### config.mk
export PLATFORM = sky130hd
export DESIGN_NAME = mill_modif_rx_ctrl
export DESIGN_NICKNAME = d
export VERILOG_FILES = /design/src/rtl/mill_rx_pkg.sv /design/src/rtl/mill_rx_fifo.sv /design/src/rtl/mill_modif_rx_ctrl.sv
export SDC_FILE = /design/constraint.sdc
export NUM_CORES = 1
export LEC_CHECK = 0
export CORE_MARGIN = 1
export CORE_UTILIZATION = 40
export CTS_CLUSTER_DIAMETER = 60
export DETAILED_ROUTE_END_ITERATION = 7
export GPL_TIMING_DRIVEN = 0
export HOLD_SLACK_MARGIN = 0.05
export MAX_ROUTING_LAYER = met4
export SYNTH_ARGS = -nofsm -noshare
export SYNTH_HDL_FRONTEND = slang
export SYNTH_SLANG_ARGS = --single-unit
### constraint.sdc
create_clock -name clk -period 2.4 [get_ports clk]
set_input_delay 0.72 -clock clk [delete_from_list [all_inputs] [get_ports clk]]
set_output_delay 0.72 -clock clk [all_outputs]
set_load 0.01 [all_outputs]
### src/rtl/mill_rx_pkg.sv
// ----------------------------------------------------------------------------
// mill_rx_pkg
// Shared definitions for the ISO 14443A Miller-modified receive sequencer.
//   state_t        : sequencer states (IDLE, SOF, RECV, EOF)
//   *_DEF          : default timing / sizing parameters
//   odd_parity_ok  : 1 when the 8 data bits plus parity bit hold an odd
//                    number of ones
// ----------------------------------------------------------------------------
package mill_rx_pkg;

  typedef enum logic [1:0] {
    IDLE = 2'd0,
    SOF  = 2'd1,
    RECV = 2'd2,
    EOF  = 2'd3
  } state_t;

  localparam int ETU_CLKS_DEF   = 32;
  localparam int EOF_GAP_DEF    = 64;
  localparam int MAX_BYTES_DEF  = 32;
  localparam int FIFO_DEPTH_DEF = 4;

  function automatic logic odd_parity_ok(input logic [7:0] data, input logic par);
    return ^{par, data};
  endfunction

endpackage

### src/rtl/mill_rx_fifo.sv
// ----------------------------------------------------------------------------
// mill_rx_fifo
// Generic synchronous first-word-fall-through FIFO.
//   clk, in_PoR : clock, asynchronous active-low reset (empties the FIFO)
//   push        : write push_data this cycle (accepted when not full, or when
//                 a pop happens in the same cycle)
//   push_data   : write data
//   pop         : consume the head entry this cycle (ignored when empty)
//   pop_data    : head entry, valid while !empty, forced to 0 when empty
//   full, empty : occupancy flags
// ----------------------------------------------------------------------------
module mill_rx_fifo #(
  parameter int DEPTH = 4,
  parameter int WIDTH = 8
) (
  input  logic             clk,
  input  logic             in_PoR,
  input  logic             push,
  input  logic [WIDTH-1:0] push_data,
  input  logic             pop,
  output logic [WIDTH-1:0] pop_data,
  output logic             full,
  output logic             empty
);

  localparam int AW = $clog2(DEPTH);

  logic [WIDTH-1:0] mem [DEPTH];
  // Pointers carry one extra wrap bit so full and empty can be told apart.
  logic [AW:0]      wr_ptr;
  logic [AW:0]      rd_ptr;
  logic             do_push;
  logic             do_pop;

  assign empty   = (wr_ptr == rd_ptr);
  assign full    = (wr_ptr[AW] != rd_ptr[AW]) && (wr_ptr[AW-1:0] == rd_ptr[AW-1:0]);
  assign do_pop  = pop && !empty;
  // A pop in the same cycle frees the slot, so a push into a full FIFO is
  // still taken when the head leaves simultaneously.
  assign do_push = push && (!full || do_pop);

  assign pop_data = empty ? '0 : mem[rd_ptr[AW-1:0]];

  always_ff @(posedge clk or negedge in_PoR) begin
    if (!in_PoR) begin
      wr_ptr <= '0;
      rd_ptr <= '0;
    end else begin
      if (do_push) wr_ptr <= wr_ptr + 1'b1;
      if (do_pop)  rd_ptr <= rd_ptr + 1'b1;
    end
  end

  // Storage needs no reset: pop_data is masked while the FIFO is empty.
  always_ff @(posedge clk) begin
    if (do_push) mem[wr_ptr[AW-1:0]] <= push_data;
  end

endmodule

### src/rtl/mill_modif_rx_ctrl.sv
// ----------------------------------------------------------------------------
// mill_modif_rx_ctrl
// Receive-side sequencer for the ISO 14443A Miller-modified decoder.
// Detects SOF/EOF on the synchronized field line, enables the decoder for
// exactly one frame, packs decoded bits into bytes with odd-parity checking
// and hands bytes out through a FWFT FIFO.
//
// Ports
//   clk             fc/4 clock
//   in_PoR          asynchronous active-low power-on reset
//   in_data         raw field line (1 = carrier, 0 = pause)
//   in_rx_arm       1 = a new frame may start; 0 during RECV aborts the frame
//   in_bit_valid    decoder strobe, in_bit holds the decoded bit
//   out_dec_enable  decoder enable, high only while receiving
//   out_byte        head byte of the FIFO, LSB = first bit on air
//   out_byte_valid  FIFO not empty
//   in_byte_ready   consumer accepts out_byte this cycle
//   out_busy        frame in progress
//   out_frame_done  one-cycle pulse when the frame status is final
//   out_byte_cnt    bytes pushed in the last frame
//   out_parity_err  some byte of the frame failed odd parity
//   out_short_frame frame was exactly 7 bits
//   out_frame_err   malformed or aborted frame
//   out_overflow    a byte was dropped (FIFO full or frame too long)
//   dbg_state       current sequencer state
//
// Byte handshake: a byte transfers on every cycle where out_byte_valid and
// in_byte_ready are both high. While out_byte_valid is high and in_byte_ready
// is low, out_byte holds its value; out_byte_valid never drops without a pop.
// ----------------------------------------------------------------------------
module mill_modif_rx_ctrl
  import mill_rx_pkg::*;
#(
  parameter int ETU_CLKS   = ETU_CLKS_DEF,
  parameter int EOF_GAP    = EOF_GAP_DEF,
  parameter int MAX_BYTES  = MAX_BYTES_DEF,
  parameter int FIFO_DEPTH = FIFO_DEPTH_DEF
) (
  input  logic                           clk,
  input  logic                           in_PoR,
  input  logic                           in_data,
  input  logic                           in_rx_arm,
  input  logic                           in_bit_valid,
  input  logic                           in_bit,
  output logic                           out_dec_enable,
  output logic [7:0]                     out_byte,
  output logic                           out_byte_valid,
  input  logic                           in_byte_ready,
  output logic                           out_busy,
  output logic                           out_frame_done,
  output logic [$clog2(MAX_BYTES+1)-1:0] out_byte_cnt,
  output logic                           out_parity_err,
  output logic                           out_short_frame,
  output logic                           out_frame_err,
  output logic                           out_overflow,
  output state_t                         dbg_state
);

  localparam int CNT_W = $clog2(MAX_BYTES + 1);
  // The EOF gap must be longer than the longest legal carrier run inside a
  // frame (1.5 ETU); fall back to 2 ETU if configured too small.
  localparam int EOF_GAP_EFF = (EOF_GAP * 2 > ETU_CLKS * 3) ? EOF_GAP : ETU_CLKS * 2;
  localparam int GAP_W = $clog2(EOF_GAP_EFF + 1);
  localparam int TB_W  = $clog2(MAX_BYTES * 9 + 1) + 1;

  // --------------------------------------------------------------------------
  // Line synchronizer and gap counter
  // --------------------------------------------------------------------------
  logic             sync_meta;
  logic             in_sync;
  logic             in_sync_d;
  logic             pause_fall;
  logic [GAP_W-1:0] gap_cnt;
  logic [GAP_W-1:0] gap_nxt;

  // Resetting to 1 (carrier) keeps reset release from looking like a pause.
  always_ff @(posedge clk or negedge in_PoR) begin
    if (!in_PoR) begin
      sync_meta <= 1'b1;
      in_sync   <= 1'b1;
      in_sync_d <= 1'b1;
    end else begin
      sync_meta <= in_data;
      in_sync   <= sync_meta;
      in_sync_d <= in_sync;
    end
  end

  assign pause_fall = in_sync_d && !in_sync;

  always_comb begin
    gap_nxt = gap_cnt;
    if (!in_sync)                               gap_nxt = '0;
    else if (gap_cnt != GAP_W'(EOF_GAP_EFF))    gap_nxt = gap_cnt + 1'b1;
  end

  always_ff @(posedge clk or negedge in_PoR) begin
    if (!in_PoR) gap_cnt <= '0;
    else         gap_cnt <= gap_nxt;
  end

  // --------------------------------------------------------------------------
  // Byte push arbitration
  // --------------------------------------------------------------------------
  state_t            state;
  logic [7:0]        data;
  logic [3:0]        bit_idx;
  logic [TB_W-1:0]   total_bits;
  logic              abort;
  logic              push_req;
  logic [7:0]        push_byte;
  logic              push_ok;
  logic              push_drop;
  logic              fifo_pop;
  logic              fifo_full;
  logic              fifo_empty;
  logic              is_short;

  // Exactly 7 bits and no completed byte: the REQA/WUPA short frame.
  assign is_short = (total_bits == TB_W'(7)) && (bit_idx == 4'd7);

  always_comb begin
    push_req  = 1'b0;
    push_byte = data;
    if (state == RECV && in_bit_valid && bit_idx == 4'd8) begin
      push_req = 1'b1;
    end else if (state == EOF && is_short) begin
      push_req  = 1'b1;
      push_byte = {1'b0, data[6:0]};
    end
  end

  assign fifo_pop  = out_byte_valid && in_byte_ready;
  assign push_ok   = push_req && (!fifo_full || fifo_pop) &&
                     (out_byte_cnt < CNT_W'(MAX_BYTES));
  assign push_drop = push_req && !push_ok;

  // --------------------------------------------------------------------------
  // Sequencer
  // --------------------------------------------------------------------------
  always_ff @(posedge clk or negedge in_PoR) begin
    if (!in_PoR) begin
      state           <= IDLE;
      data            <= '0;
      bit_idx         <= '0;
      total_bits      <= '0;
      abort           <= 1'b0;
      out_dec_enable  <= 1'b0;
      out_frame_done  <= 1'b0;
      out_byte_cnt    <= '0;
      out_parity_err  <= 1'b0;
      out_short_frame <= 1'b0;
      out_frame_err   <= 1'b0;
      out_overflow    <= 1'b0;
    end else begin
      out_frame_done <= 1'b0;
      if (push_ok)   out_byte_cnt <= out_byte_cnt + 1'b1;
      if (push_drop) out_overflow <= 1'b1;

      case (state)
        IDLE: begin
          if (pause_fall && in_rx_arm) begin
            state           <= SOF;
            data            <= '0;
            bit_idx         <= '0;
            total_bits      <= '0;
            abort           <= 1'b0;
            out_byte_cnt    <= '0;
            out_parity_err  <= 1'b0;
            out_short_frame <= 1'b0;
            out_frame_err   <= 1'b0;
            out_overflow    <= 1'b0;
          end
        end

        SOF: begin
          if (in_sync) begin
            state          <= RECV;
            out_dec_enable <= 1'b1;
          end
        end

        RECV: begin
          // A bit arriving in the same cycle EOF is declared is still taken.
          if (in_bit_valid) begin
            if (total_bits != '1) total_bits <= total_bits + 1'b1;
            if (bit_idx == 4'd8) begin
              bit_idx <= '0;
              if (!odd_parity_ok(data, in_bit)) out_parity_err <= 1'b1;
            end else begin
              data[bit_idx[2:0]] <= in_bit;
              bit_idx            <= bit_idx + 1'b1;
            end
          end
          // Looking at gap_nxt makes the enable drop in the very cycle the
          // gap counter reaches its threshold.
          if (gap_nxt == GAP_W'(EOF_GAP_EFF)) begin
            state          <= EOF;
            out_dec_enable <= 1'b0;
          end else if (!in_rx_arm) begin
            state          <= EOF;
            out_dec_enable <= 1'b0;
            abort          <= 1'b1;
          end
        end

        EOF: begin
          state          <= IDLE;
          out_frame_done <= 1'b1;
          if (abort) out_frame_err <= 1'b1;
          if (is_short) begin
            out_short_frame <= 1'b1;
          end else if (total_bits == '0 || bit_idx != 4'd0) begin
            out_frame_err <= 1'b1;
          end
        end

        default: state <= IDLE;
      endcase
    end
  end

  assign out_busy       = (state != IDLE);
  assign dbg_state      = state;
  assign out_byte_valid = !fifo_empty;

  // --------------------------------------------------------------------------
  // Output byte FIFO
  // --------------------------------------------------------------------------
  mill_rx_fifo #(
    .DEPTH (FIFO_DEPTH),
    .WIDTH (8)
  ) u_fifo (
    .clk       (clk),
    .in_PoR    (in_PoR),
    .push      (push_ok),
    .push_data (push_byte),
    .pop       (fifo_pop),
    .pop_data  (out_byte),
    .full      (fifo_full),
    .empty     (fifo_empty)
  );

endmodule

# Word-level counts from Yosys, hierarchy flattened
# Memory sizes are Yosys's and may differ from the RTL's.
# Index checks and enable logic that the tools add are counted.
# Widths: inputs -> output; s select.
# totals
mem_bits_ro,0
latchBits,0
memories,1
output_inout_bits,24
ramBits,32
reg_bits,53
elab_cells,143
# mem_list
memory,words,word_bits,read_ports,rd_ports_with_merged_regs,write_ports,line,rtl
u_fifo.mem,4,8,1,0,1,mill_rx_fifo.sv:28,logic [WIDTH-1:0] mem [DEPTH];
# op_classes
n_bitwise,0
mux,54
mul,0
n_div,0
addsub,6
n_reduce_logical,38
shift,0
n_lt_le_gt_ge,3
n_eq_ne,23
# ops
op,count
$mux 8,6
$mux 10,3
$mux 1,22
$pmux 10 s2,1
$mux 6,3
$ne 2x2->1 const B,8
$pmux 8 s2,1
$logic_and 1x1->1,14
$mux 7,2
$mux 4,3
$reduce_and 3->1,4
$reduce_and 4->1,3
$add 10x1->10 const B,1
$eq 10x3->1 const B,1
$logic_not 10->1,1
$ne 10x10->1 const B,1
$pmux 1 s2,5
$reduce_xor 9->1,1
$bwmux 8,1
$mux 2,4
$pmux 2 s4,1
$pmux 4 s2,1
$reduce_bool 2->1,4
$add 7x1->7 const B,1
24 further kinds,32

# Depth between registers and ports, before layout
# Gate-level depths: netlist of run 1.
# logic_depth
ltp_word,12
ltp_mapped,10

# Modules after synthesis
# From an unflattened synthesis of run 1, not the netlist that was laid out.
# hier_totals
hier_cells,371
hier_area_um2,4301.6
# modules_own_cells
mod,instances,area_each_um2,cells_per_inst
mill_modif_rx_ctrl,1,2632.5,286
mill_rx_fifo,1,1669.1,85

# Worst setup path after synthesis of run 1
# Ideal clock, no wire load.
# synth_path
path_kind,reg-to-reg
from,register state[0] (netlist: dbg_state[0])
to,register data[3]
path_stages_with_launch,10
arrival_time_ps,2040
t_required_ps,2278
setup_ps,122
period_less_slack_ps,2161
path_slack_ps,239
cell_sequence,dfrtp_1 inv_1 ha_1 clkbuf_1 mux2i_1 a21o_1 or2_1 nor2_1 and2_1 a32o_1
# synth_between
elab_chain_len,3
word_cells_on_any_way,8
# synth_rtl
element,line,rtl
start: declaration,mill_modif_rx_ctrl.sv:105,state_t state;
start signal: assignment,mill_modif_rx_ctrl.sv:143,state <= IDLE;
start signal: assignment,mill_modif_rx_ctrl.sv:163,state <= SOF;
start signal: assignment,mill_modif_rx_ctrl.sv:178,state <= RECV;
$eq 2x2->1 or $logic_not 2->1 (tied branches),mill_modif_rx_ctrl.sv:160,case (state)
$ne 2x2->1 (no line) or $reduce_bool 2->1 (tied branches),--,
$reduce_and 4->1 (no line),--,
end signal: indexed assignment,mill_modif_rx_ctrl.sv:191,data[bit_idx[2:0]] <= in_bit;
end: declaration,mill_modif_rx_ctrl.sv:106,logic [7:0] data;
# Parallel ways exist; a longest one is shown, timed or not.
# A chain may end at the register's enable or synchronous reset.

# Worst setup path in the final report of run 1
# layout_path
from,register u_fifo.rd_ptr[0]
to,output out_byte[1]
# layout_between
elab_chain_len,2
word_cells_on_any_way,3
# layout_rtl
element,line,rtl
start: declaration,mill_rx_fifo.sv:31,logic [AW:0] rd_ptr;
start signal: assignment,mill_rx_fifo.sv:50,if (do_pop) rd_ptr <= rd_ptr + 1'b1;
$mem_v2 4x8 or $eq 3x3->1 (tied branches),--,
$mux 8 *,mill_rx_fifo.sv:42,assign pop_data = empty ? '0 : mem[rd_ptr[AW-1:0]];
end: declaration,mill_modif_rx_ctrl.sv:46,"output logic [7:0] out_byte,"
# Mark *: on every way between the ends. The rest lies on a longest branch, timed or not.

==> results of run 1 <==
-- kinds of logic (layout without fill, tap and decap cells) --
family                     after synthesis  count (layout)  synth area share, %
buffers and inverters                   29              96                2.975
and+or+nand+nor                        123             124                14.70
AOI/OAI and AO/OA                       62              62                10.28
muxes                                   14              14                5.801
adders and majority gates               17              17                5.110
xor gates and xnor gates                29              29                6.102
DFF                                     85              85                55.03
-- cells in the mapped netlist (all sizes together), types with 2 or more instances --
| cell type | n | share of area, % |
|---|---|---|
| a41oi | 2 | 0.42 |
| o31ai | 8 | 1.7 |
| or3 | 7 | 1.1 |
| nand2 | 33 | 3.0 |
| o21ai | 24 | 3.2 |
| mux4 | 8 | 4.3 |
| or2 | 2 | 0.30 |
| dfrtp | 50 | 30 |
| nand4 | 3 | 0.45 |
| mux2i | 5 | 1.2 |
| xor2 | 6 | 1.3 |
| nor4 | 3 | 0.45 |
| inv | 18 | 1.6 |
| xnor2 | 23 | 4.8 |
| dfstp | 3 | 1.9 |
| a22o | 4 | 0.84 |
| ha | 17 | 5.1 |
| clkbuf | 6 | 0.54 |
| and2 | 15 | 2.3 |
| nor3 | 7 | 0.84 |
| edfxtp | 32 | 23 |
| nor2b | 3 | 0.45 |
| nor2 | 26 | 2.3 |
| buf | 5 | 0.81 |
| a21oi | 12 | 1.5 |
| and3 | 5 | 0.75 |
| nand3 | 13 | 1.6 |
| o41ai | 2 | 0.60 |
-- sequential cells by signal, indices dropped and copies added, names as in the netlist --
register         flops
u_fifo.mem          32
total_bits          10
data                 8
gap_cnt              7
out_byte_cnt         6
bit_idx              4
u_fifo.rd_ptr        3
u_fifo.wr_ptr        3
dbg_state            2
abort                1
in_sync              1
in_sync_d            1
out_dec_enable       1
out_frame_done       1
out_frame_err        1
out_overflow         1
out_parity_err       1
out_short_frame      1
sync_meta            1
-- what timing repair did --
action | 4_1_cts | 5_1_grt
gates resized for setup | 61 | 22
gates cloned | 1 | 0
setup endpoints to repair | 33 | 31
buffers inserted | 15 | 7
pin swaps | 6 | 7
-- power groups by stage --
stage / clock, W / sequential (W) / combinational [W]
6_report: 0.00102 / 0.00180 / 0.00194
5_1_grt: 0.00111 / 0.00182 / 0.00214
4_1_cts: 0.00106 / 0.00179 / 0.00179
3_5_place_dp: 0 / 0.00182 / 0.00152
3_3_place_gp: 0 / 0.00181 / 0.00150
2_1_floorplan: 0 / 0.00181 / 0.000992
-- through the flow --
stage,util (%),setup TNS [ps]
floorplan,-,0
global placement,46.72,-74430
detailed placement,46.87,-17810
CTS,50.32,-935.0
global route,51.70,-1019
finish,51.70,-520.1
-- layer usage --
metal / vias up / wire length [microns] / part of all wire (%) / global-route usage, %
li1: 1401 / - / - / -
met1: 1381 / 3962 / 48 / 21.42
met2: 38 / 3934 / 48 / 26.05
met3: 11 / 192 / 2.3 / 2.068
met4: 0 / 93 / 1.1 / 7.041
met5: - / 0 / 0 / -
-- worst reg2reg max path, stage by stage, from the launching register on --
cell,delay (ps)
dfrtp_1,480
ha_1,250
nand2_1,90
or4_4,440
o21ai_4,260
and2_1,160
buf_2,180
mux2i_1,200
nor2_1,60
-- worst max path at each step --
stage	start	end	slack, ps	cells after the start
6_report	u_fifo.rd_ptr[0]$_DFFE_PN0P_	out_byte[1]	-80	5
3_3_place_gp	in_PoR	u_fifo.rd_ptr[0]$_DFFE_PN0P_	-1120	1
3_5_place_dp	in_rx_arm	total_bits[7]$_DFFE_PN0P_	-440	8
5_1_grt	u_fifo.rd_ptr[0]$_DFFE_PN0P_	out_byte[2]	-140	5
4_1_cts	u_fifo.rd_ptr[0]$_DFFE_PN0P_	out_byte[5]	-150	7
2_1_floorplan	dbg_state[0]$_DFFE_PN0P_	data[3]$_DFFE_PN0P_	240	9
-- cell usage in the layout, fill, tap and decap left out, drive strengths merged, types with 7 or more instances in the layout --
cell | Yosys | final
a21oi | 12 | 12
and2 | 15 | 15
buf | 5 | 38
clkbuf | 6 | 13
clkdlybuf4s50 | 0 | 19
dfrtp | 50 | 50
edfxtp | 32 | 32
ha | 17 | 17
inv | 18 | 20
mux4 | 8 | 8
nand2 | 33 | 34
nand3 | 13 | 13
nor2 | 26 | 26
nor3 | 7 | 7
o21ai | 24 | 24
o31ai | 8 | 8
or3 | 7 | 7
xnor2 | 23 | 23
-- area by class of cell --
cell class	count	area, sq um
flip-flops and latches	85	2292
clock inverters	7	73.82
well taps	133	166.4
inverters	18	67.56
repair buffers	53	484.2
plain buffers	9	63.81
clock buffers	9	123.9
fillers	913	4786
multi-input cells	246	1852
==> impl_metrics.env, run 1 <==
export IMPL_postSynthAreaPerCell_sq_um=11.60
export IMPL_crit_path_start_kind="register"
export IMPL_clock_power_share_pct=21.5
export IMPL_drt_iter0_markers=122
export IMPL_cts_tree="yes"
export IMPL_r2r_start="bit_idx[1]$_DFFE_PN0P_"
export IMPL_dpl_hpwl_mm=5.435
export IMPL_setup_violations=8
export IMPL_synthCells=359
export IMPL_gp_congestion=0.8632
export IMPL_crit_arrival_ps=1760
export IMPL_die_h_microns=104.0
export IMPL_rows=36
export IMPL_crit_fanout=8
export IMPL_clk_latency_ps=350
export IMPL_grt_use_total_pct=16.46
export IMPL_synth_flop_cell="dfrtp_1"
export IMPL_drt_wl_total_mm=8.183
export IMPL_async_flop_share_pct=62.35
export IMPL_min_period_ps=2477
export IMPL_final_net_count=446
export IMPL_pre_cts_ws_ps=-441.1
export IMPL_ys_seq_area_share_pct=55.03
export IMPL_reg2reg_depth=8
export IMPL_initial_core_util_pct=42.01
export IMPL_finalInstanceArea_sq_um=5124
export IMPL_p_sw_w=0.001632
export IMPL_die_area_sq_um=10820
export IMPL_path_buf_inv=3
export IMPL_firstDrtPassIters=4
export IMPL_swShare_pct=34.30
export IMPL_hp_class="in2async"
export IMPL_hold_ws_ps=298.2
export IMPL_ys_warn_count=0
export IMPL_clockRootBuffer="clkbuf_8"
export IMPL_grt_overflow_total=0
export IMPL_viasPerCell=5.055
export IMPL_finalWorstSetupSlack_ps=-76.86
export IMPL_hold_viol=0
export IMPL_p_leak_nw=2.135
export IMPL_crit_path_max_incr_delay_ps=490
export IMPL_clkSinkCount=85
export IMPL_slew_violations=0
export IMPL_p_total_w=0.004759
export IMPL_synth_seq_cells=85
export IMPL_dr_total_vias=2831
export IMPL_syn_to_final_growth_pct=23.08
export IMPL_cts_hold_buffers_added=0
export IMPL_seq_power_share_pct=37.8
export IMPL_clkSlewWorstSetupHoldPaths_ps=80
export IMPL_crit_family="multiplexers"
export IMPL_r2r_end="out_byte_cnt[1]$_DFF_PN0_"
export IMPL_die_x_microns=104.0
export IMPL_clock_skew_ps=6.146
export IMPL_top_level_ports=31
export IMPL_worst_pin_slew_ps=643.0
export IMPL_maxCapViolations=0
export IMPL_syn_cell_area_sq_um=4163
export IMPL_drc=0
export IMPL_cts_path_max_buffers=2
export IMPL_status="finished, violations left"
export IMPL_portBuffers=30
export IMPL_synth_nets=383
export IMPL_antenna_found_initial=0
export IMPL_dpl_cell_area_sq_um=4644
export IMPL_critPathSlowestCell="mux4_2"
export IMPL_p_per_area_nw_per_um2=928.8
export IMPL_min_period_over_period_pct=103.2
export IMPL_numCtsBuffers=9
export IMPL_ir_drop_v=0.0004713
export IMPL_synth_edf_count=32
export IMPL_crit_chain="buf_8 -> buf_4 -> mux4_2 -> and2_4 -> buf_2"
export IMPL_routedWlPerCell_microns=14.61
export IMPL_p_int_w=0.003127
export IMPL_dp_cells=523
export IMPL_grt_max_degree=38
export IMPL_rsz0062_at_grt="true"
export IMPL_antenna_cells=0
export IMPL_reg2reg_slack_ps=150
export IMPL_max_freq_mhz=403.7
export IMPL_core_sq_um=9910
export IMPL_antenna_left=0
export IMPL_end_kind="primary output"
export IMPL_drive_above_1_share_pct=23.19
export IMPL_synth_cell_type_count=53
export IMPL_required_ps=1680
export IMPL_grt_pass1_vias=2733
export IMPL_violations="negative setup slack"
export IMPL_slew_headroom_pct=56.98
export IMPL_htreeDepth=3
export IMPL_crit_type="reg2out"
export IMPL_combinationalPowerShare_pct=40.7
export IMPL_grt_pass1_wl_mm=13.66
export IMPL_fin_cells=560
No activity file was read; power rests on OpenSTA's default activity.
==> run 2, diff against run 1 <==
CORE_MARGIN = 10   (was 1)
==> run 2 against run 1 <==
  * The run still ends with negative setup slack left
  * Cell count shrank 0.36%
  * Non-clock buffer count shrank 5
  * Global-route usage shrank 4.2 points
  * Combinational power shrank 3%
  * Critical path type unchanged
  * Highest routed layer unchanged
==> impl_metrics.env, run 2 (synthesized netlist as in run 1, its figures left out) <==
export IMPL_crit_type="reg2out"
export IMPL_setup_violations=6
export IMPL_top_level_ports=31
export IMPL_antenna_found_initial=0
export IMPL_routedWlPerCell_microns=14.92
export IMPL_clk_latency_ps=350
export IMPL_gp_congestion=0.8102
export IMPL_grt_overflow_total=0
export IMPL_numCtsBuffers=9
export IMPL_crit_family="multiplexers"
export IMPL_antenna_left=0
export IMPL_clkSinkCount=85
export IMPL_drt_iter0_markers=165
export IMPL_portBuffers=30
export IMPL_hold_viol=0
export IMPL_crit_path_max_incr_delay_ps=490
export IMPL_p_per_area_nw_per_um2=921.2
export IMPL_die_x_microns=122.0
export IMPL_clockRootBuffer="clkbuf_8"
export IMPL_reg2reg_slack_ps=140
export IMPL_crit_fanout=5
export IMPL_clkSlewWorstSetupHoldPaths_ps=90
export IMPL_syn_to_final_growth_pct=21.64
export IMPL_worst_pin_slew_ps=719.2
export IMPL_slew_headroom_pct=51.88
export IMPL_htreeDepth=3
export IMPL_initial_core_util_pct=40.69
export IMPL_cts_hold_buffers_added=0
export IMPL_firstDrtPassIters=4
export IMPL_largest_register_ffs=32
export IMPL_antenna_cells=0
export IMPL_drt_wl_total_mm=8.325
export IMPL_drc=0
export IMPL_dr_total_vias=2799
export IMPL_final_net_count=441
export IMPL_die_area_sq_um=14890
export IMPL_p_leak_nw=2.106
export IMPL_grt_max_degree=35
export IMPL_rsz0062_at_grt="true"
export IMPL_p_total_w=0.004664
export IMPL_crit_arrival_ps=1770
export IMPL_layout_commonest_cell="dfrtp_1"
export IMPL_path_buf_inv=3
export IMPL_final_cell_mix="dfrtp_1 (48), nand2_1 (32), edfxtp_1 (32)"
export IMPL_core_sq_um=10230
export IMPL_cts_path_max_buffers=2
export IMPL_dpl_hpwl_mm=5.663
export IMPL_hp_class="in2async"
export IMPL_grt_pass1_wl_mm=14.30
export IMPL_fin_util_pct=49.49
export IMPL_cts_tree="yes"
export IMPL_die_h_microns=122.0
export IMPL_slew_violations=0
export IMPL_min_period_ps=2495
export IMPL_min_period_over_period_pct=104.0
export IMPL_drive_above_1_share_pct=20.62
export IMPL_status="finished, violations left"
export IMPL_crit_chain="buf_8 -> buf_6 -> mux4_2 -> and2_1 -> buf_2"
export IMPL_viasPerCell=5.016
export IMPL_critPathSlowestCell="mux4_2"
export IMPL_grt_use_total_pct=12.29
export IMPL_rows=37
export IMPL_maxCapViolations=0
export IMPL_max_freq_mhz=400.8
export IMPL_required_ps=1680
export IMPL_clock_skew_ps=10.93
export IMPL_crit_path_start_kind="register"
export IMPL_n_fill_cell=915
export IMPL_violations="negative setup slack"
export IMPL_ir_drop_v=0.0007507
export IMPL_grt_pass1_vias=2826
export IMPL_finalWorstSetupSlack_ps=-94.83
export IMPL_end_kind="primary output"
## run 2: what timing repair did
item                                    4_1_cts  5_1_grt
gates resized for setup                      57       18
endpoints found under the setup margin       34       50
buffers inserted                             14        3
cloned                                        2        0
pin swaps                                     6        6
## run 2: stage by stage
stage          worst slack [ps]  std cells  cell area [sq um]  setup TNS [ps]  hold WS [ps]
6_report                 -94.83        558               5064          -414.9         319.8
5_1_grt                  -161.4        558               5064           -1022         342.1
4_1_cts                  -164.1        556               5007          -927.0         325.9
3_5_place_dp             -469.0        526               4648          -18820         349.1
3_3_place_gp              -1107        525               4633          -73800         347.0
2_1_floorplan             238.8        359               4163               0         345.2
## run 2: final cells by class
cell class	instances	area, sq um	share of cell area [%]
buffer	9	66.31	1.310
clock buffer	12	166.4	3.286
clock inverter	4	28.78	0.5683
inverter	18	67.56	1.334
multi-input combinational	246	1829	36.13
sequential	85	2293	45.29
tap	136	170.2	3.361
timing repair buffer	48	441.7	8.723
## run 2: worst paths after layout
check / start / end / cells past startpoint
worst max-delay path: u_fifo.rd_ptr[0]$_DFFE_PN0P_ / out_byte[6] / 5
worst min-delay path: in_PoR / gap_cnt[1]$_DFF_PN0_ / 1
worst max register to register: dbg_state[0]$_DFFE_PN0P_ / data[3]$_DFFE_PN0P_ / 8
worst min register to register: sync_meta$_DFF_PN1_ / in_sync$_DFF_PN1_ / 0
max in group asynchronous: in_PoR / sync_meta$_DFF_PN1_ / 2
min in group clk: sync_meta$_DFF_PN1_ / in_sync$_DFF_PN1_ / 0
## run 2: metal layers
metal  track usage, %  up-vias  wire length, microns
li1                 -     1398                     -
met1            15.87     1357                  4087
met2            18.84       36                  3873
met3            2.313        8                   247
met4            4.471        0                   116
met5                -        -                     0
## run 2: report_power, final
| part | internal (W) | total [W] | leakage, nW | switching, W |
|---|---|---|---|---|
| Sequential | 0.00165 | 0.00180 | 1.03 | 0.000149 |
| Clock | 0.000471 | 0.000979 | 0.0958 | 0.000508 |
| Combinational | 0.000944 | 0.00188 | 0.980 | 0.000939 |
==> run 3, diff against run 2 <==
GPL_TIMING_DRIVEN = default   (was 0)
==> run 3 against run 2 <==
  * The run still ends with negative setup slack left
  * Via count grew 1.0%
  * Cell area is 0.44% higher
  * Critical path depth did not move
  * Power is 3.1% lower
  * Combinational power is 3% lower
  * Flip-flop and latch count is the same
  * Largest power group unchanged
==> impl_metrics.env, run 3 (synthesized netlist as in run 1, its figures left out) <==
export IMPL_status="finished, violations left"
export IMPL_violations="negative setup slack"
export IMPL_syn_to_final_growth_pct=22.18
export IMPL_crit_arrival_ps=1740
export IMPL_worst_pin_slew_ps=599.5
export IMPL_setup_violations=7
export IMPL_drt_iter0_markers=199
export IMPL_max_freq_mhz=406.4
export IMPL_routedWlPerCell_microns=14.78
export IMPL_r2r_end="u_fifo.mem[0][5]$_DFFE_PP_"
export IMPL_reg2reg_depth=7
export IMPL_slew_headroom_pct=59.79
export IMPL_initial_core_util_pct=40.69
export IMPL_min_period_over_period_pct=102.5
export IMPL_cts_path_max_buffers=2
export IMPL_seq_power_share_pct=40.1
export IMPL_dr_total_vias=2827
export IMPL_hp_class="in2async"
export IMPL_antenna_cells=0
export IMPL_combinationalPowerShare_pct=40.2
export IMPL_pre_cts_ws_ps=-27.85
export IMPL_crit_fanout=5
export IMPL_clkSinkCount=85
export IMPL_final_net_count=451
export IMPL_tns_ps=-113.6
export IMPL_portBuffers=30
export IMPL_p_sw_w=0.001530
export IMPL_ir_drop_v=0.0005488
export IMPL_cts_tree="yes"
export IMPL_swShare_pct=33.87
export IMPL_top_level_ports=31
export IMPL_rows=37
export IMPL_clockRootBuffer="clkbuf_8"
export IMPL_drc=0
export IMPL_n_fill_cell=917
export IMPL_clock_skew_ps=10.69
export IMPL_clk_latency_ps=340
export IMPL_grt_pass1_wl_mm=14.59
export IMPL_crit_type="reg2out"
export IMPL_antenna_found_initial=0
export IMPL_die_area_sq_um=14890
export IMPL_drive_above_1_share_pct=19.44
export IMPL_grt_pass1_vias=2938
export IMPL_gp_congestion=0.8658
export IMPL_maxCapViolations=0
export IMPL_drt_wl_total_mm=8.393
export IMPL_antenna_left=0
export IMPL_layout_commonest_cell="dfrtp_1"
export IMPL_dpl_hpwl_mm=6.053
export IMPL_required_ps=1680
export IMPL_clock_power_share_pct=19.7
export IMPL_numCtsBuffers=9
export IMPL_r2r_start="dbg_state[0]$_DFFE_PN0P_"
export IMPL_crit_path_start_kind="register"
export IMPL_die_h_microns=122.0
export IMPL_finalWorstSetupSlack_ps=-60.43
export IMPL_final_cell_mix="dfrtp_1 (49), nand2_1 (32), edfxtp_1 (32)"
export IMPL_cts_hold_buffers_added=0
export IMPL_viasPerCell=4.977
export IMPL_firstDrtPassIters=5
export IMPL_htreeDepth=3
export IMPL_p_per_area_nw_per_um2=888.4
export IMPL_end_kind="primary output"
export IMPL_die_x_microns=122.0
export IMPL_p_leak_nw=2.152
export IMPL_hold_viol=0
export IMPL_min_period_ps=2460
export IMPL_grt_use_total_pct=12.45
export IMPL_reg2reg_slack_ps=220
export IMPL_largest_register_ffs=32
export IMPL_rsz0062_at_grt="true"
export IMPL_clkSlewWorstSetupHoldPaths_ps=80
export IMPL_p_int_w=0.002988
export IMPL_slew_violations=0
export IMPL_core_sq_um=10230
export IMPL_fin_util_pct=49.71
export IMPL_grt_max_degree=23
export IMPL_grt_overflow_total=0
run 3: cell count changes in the layout (fill, tap and decap cells not counted), sizes merged:
cell,change
nand2,-1
dlymetal6s2s,-1
clkdlybuf4s15,-1
clkdlybuf4s50,+1
clkbuf,-4
buf,+16
run 3: layout make-up:
| cell class | count | area [sq um] | area share [%] |
|---|---|---|---|
| clock buffers | 12 | 145.1 | 2.854 |
| flip-flops and latches | 85 | 2292 | 45.07 |
| multi-input cells | 245 | 1755 | 34.51 |
| clock inverters | 4 | 23.77 | 0.4674 |
| well taps | 136 | 170.2 | 3.346 |
| inverters | 18 | 67.56 | 1.328 |
| repair buffers | 68 | 631.9 | 12.42 |
run 3: per-stage QoR:
| stage | power, W | instance area [sq um] | cells | hold WS (ps) |
|---|---|---|---|---|
| after global placement | 0.003490 | 4852 | 543 | 347.0 |
| after floorplan | 0.002803 | 4163 | 359 | 345.2 |
| after detailed placement | 0.003509 | 4852 | 543 | 348.2 |
| after global routing | 0.004865 | 5086 | 568 | 349.6 |
| after CTS | 0.004512 | 5059 | 567 | 346.2 |
| final | 0.004518 | 5086 | 568 | 352.7 |
run 3: worst max-delay path by stage:
stage,end,cells past startpoint,from,slack [ps]
2_1_floorplan,data[3]$_DFFE_PN0P_,9,dbg_state[0]$_DFFE_PN0P_,240
3_3_place_gp,out_byte[1],6,u_fifo.rd_ptr[0]$_DFFE_PN0P_,10
3_5_place_dp,out_byte[3],6,u_fifo.rd_ptr[0]$_DFFE_PN0P_,-30
4_1_cts,out_byte[0],5,u_fifo.rd_ptr[0]$_DFFE_PN0P_,-100
5_1_grt,out_byte[0],5,u_fifo.rd_ptr[0]$_DFFE_PN0P_,-150
6_report,out_byte[0],5,u_fifo.rd_ptr[0]$_DFFE_PN0P_,-60
run 3: power by group through the flow:
stage	Sequential, W	Clock (W)	Combinational [W]
3_5_place_dp	0.00184	0	0.00167
6_report	0.00181	0.000889	0.00182
3_3_place_gp	0.00183	0	0.00166
5_1_grt	0.00183	0.00100	0.00203
2_1_floorplan	0.00181	0	0.000992
4_1_cts	0.00181	0.000932	0.00177
run 3: repair_timing:
item,CTS,global route
gates cloned,1,0
buffers inserted,7,1
resized for setup,42,7
setup endpoints to repair,10,9
pin swaps,2,1
run 3: critical path, cell delays in order (launching register included):
cell and delay [ps]:
dfrtp_2 420, clkbuf_16 160, buf_6 90, mux4_2 460, and2_1 140, buf_2 130
run 3: routing by layer:
metal | vias to the layer above | global-route usage [%] | share of wire (%)
met2 | 41 | 19.04 | 47
li1 | 1420 | - | -
met4 | 0 | 4.471 | 0.89
met1 | 1360 | 15.80 | 48
met3 | 6 | 2.868 | 3.6
met5 | - | - | 0
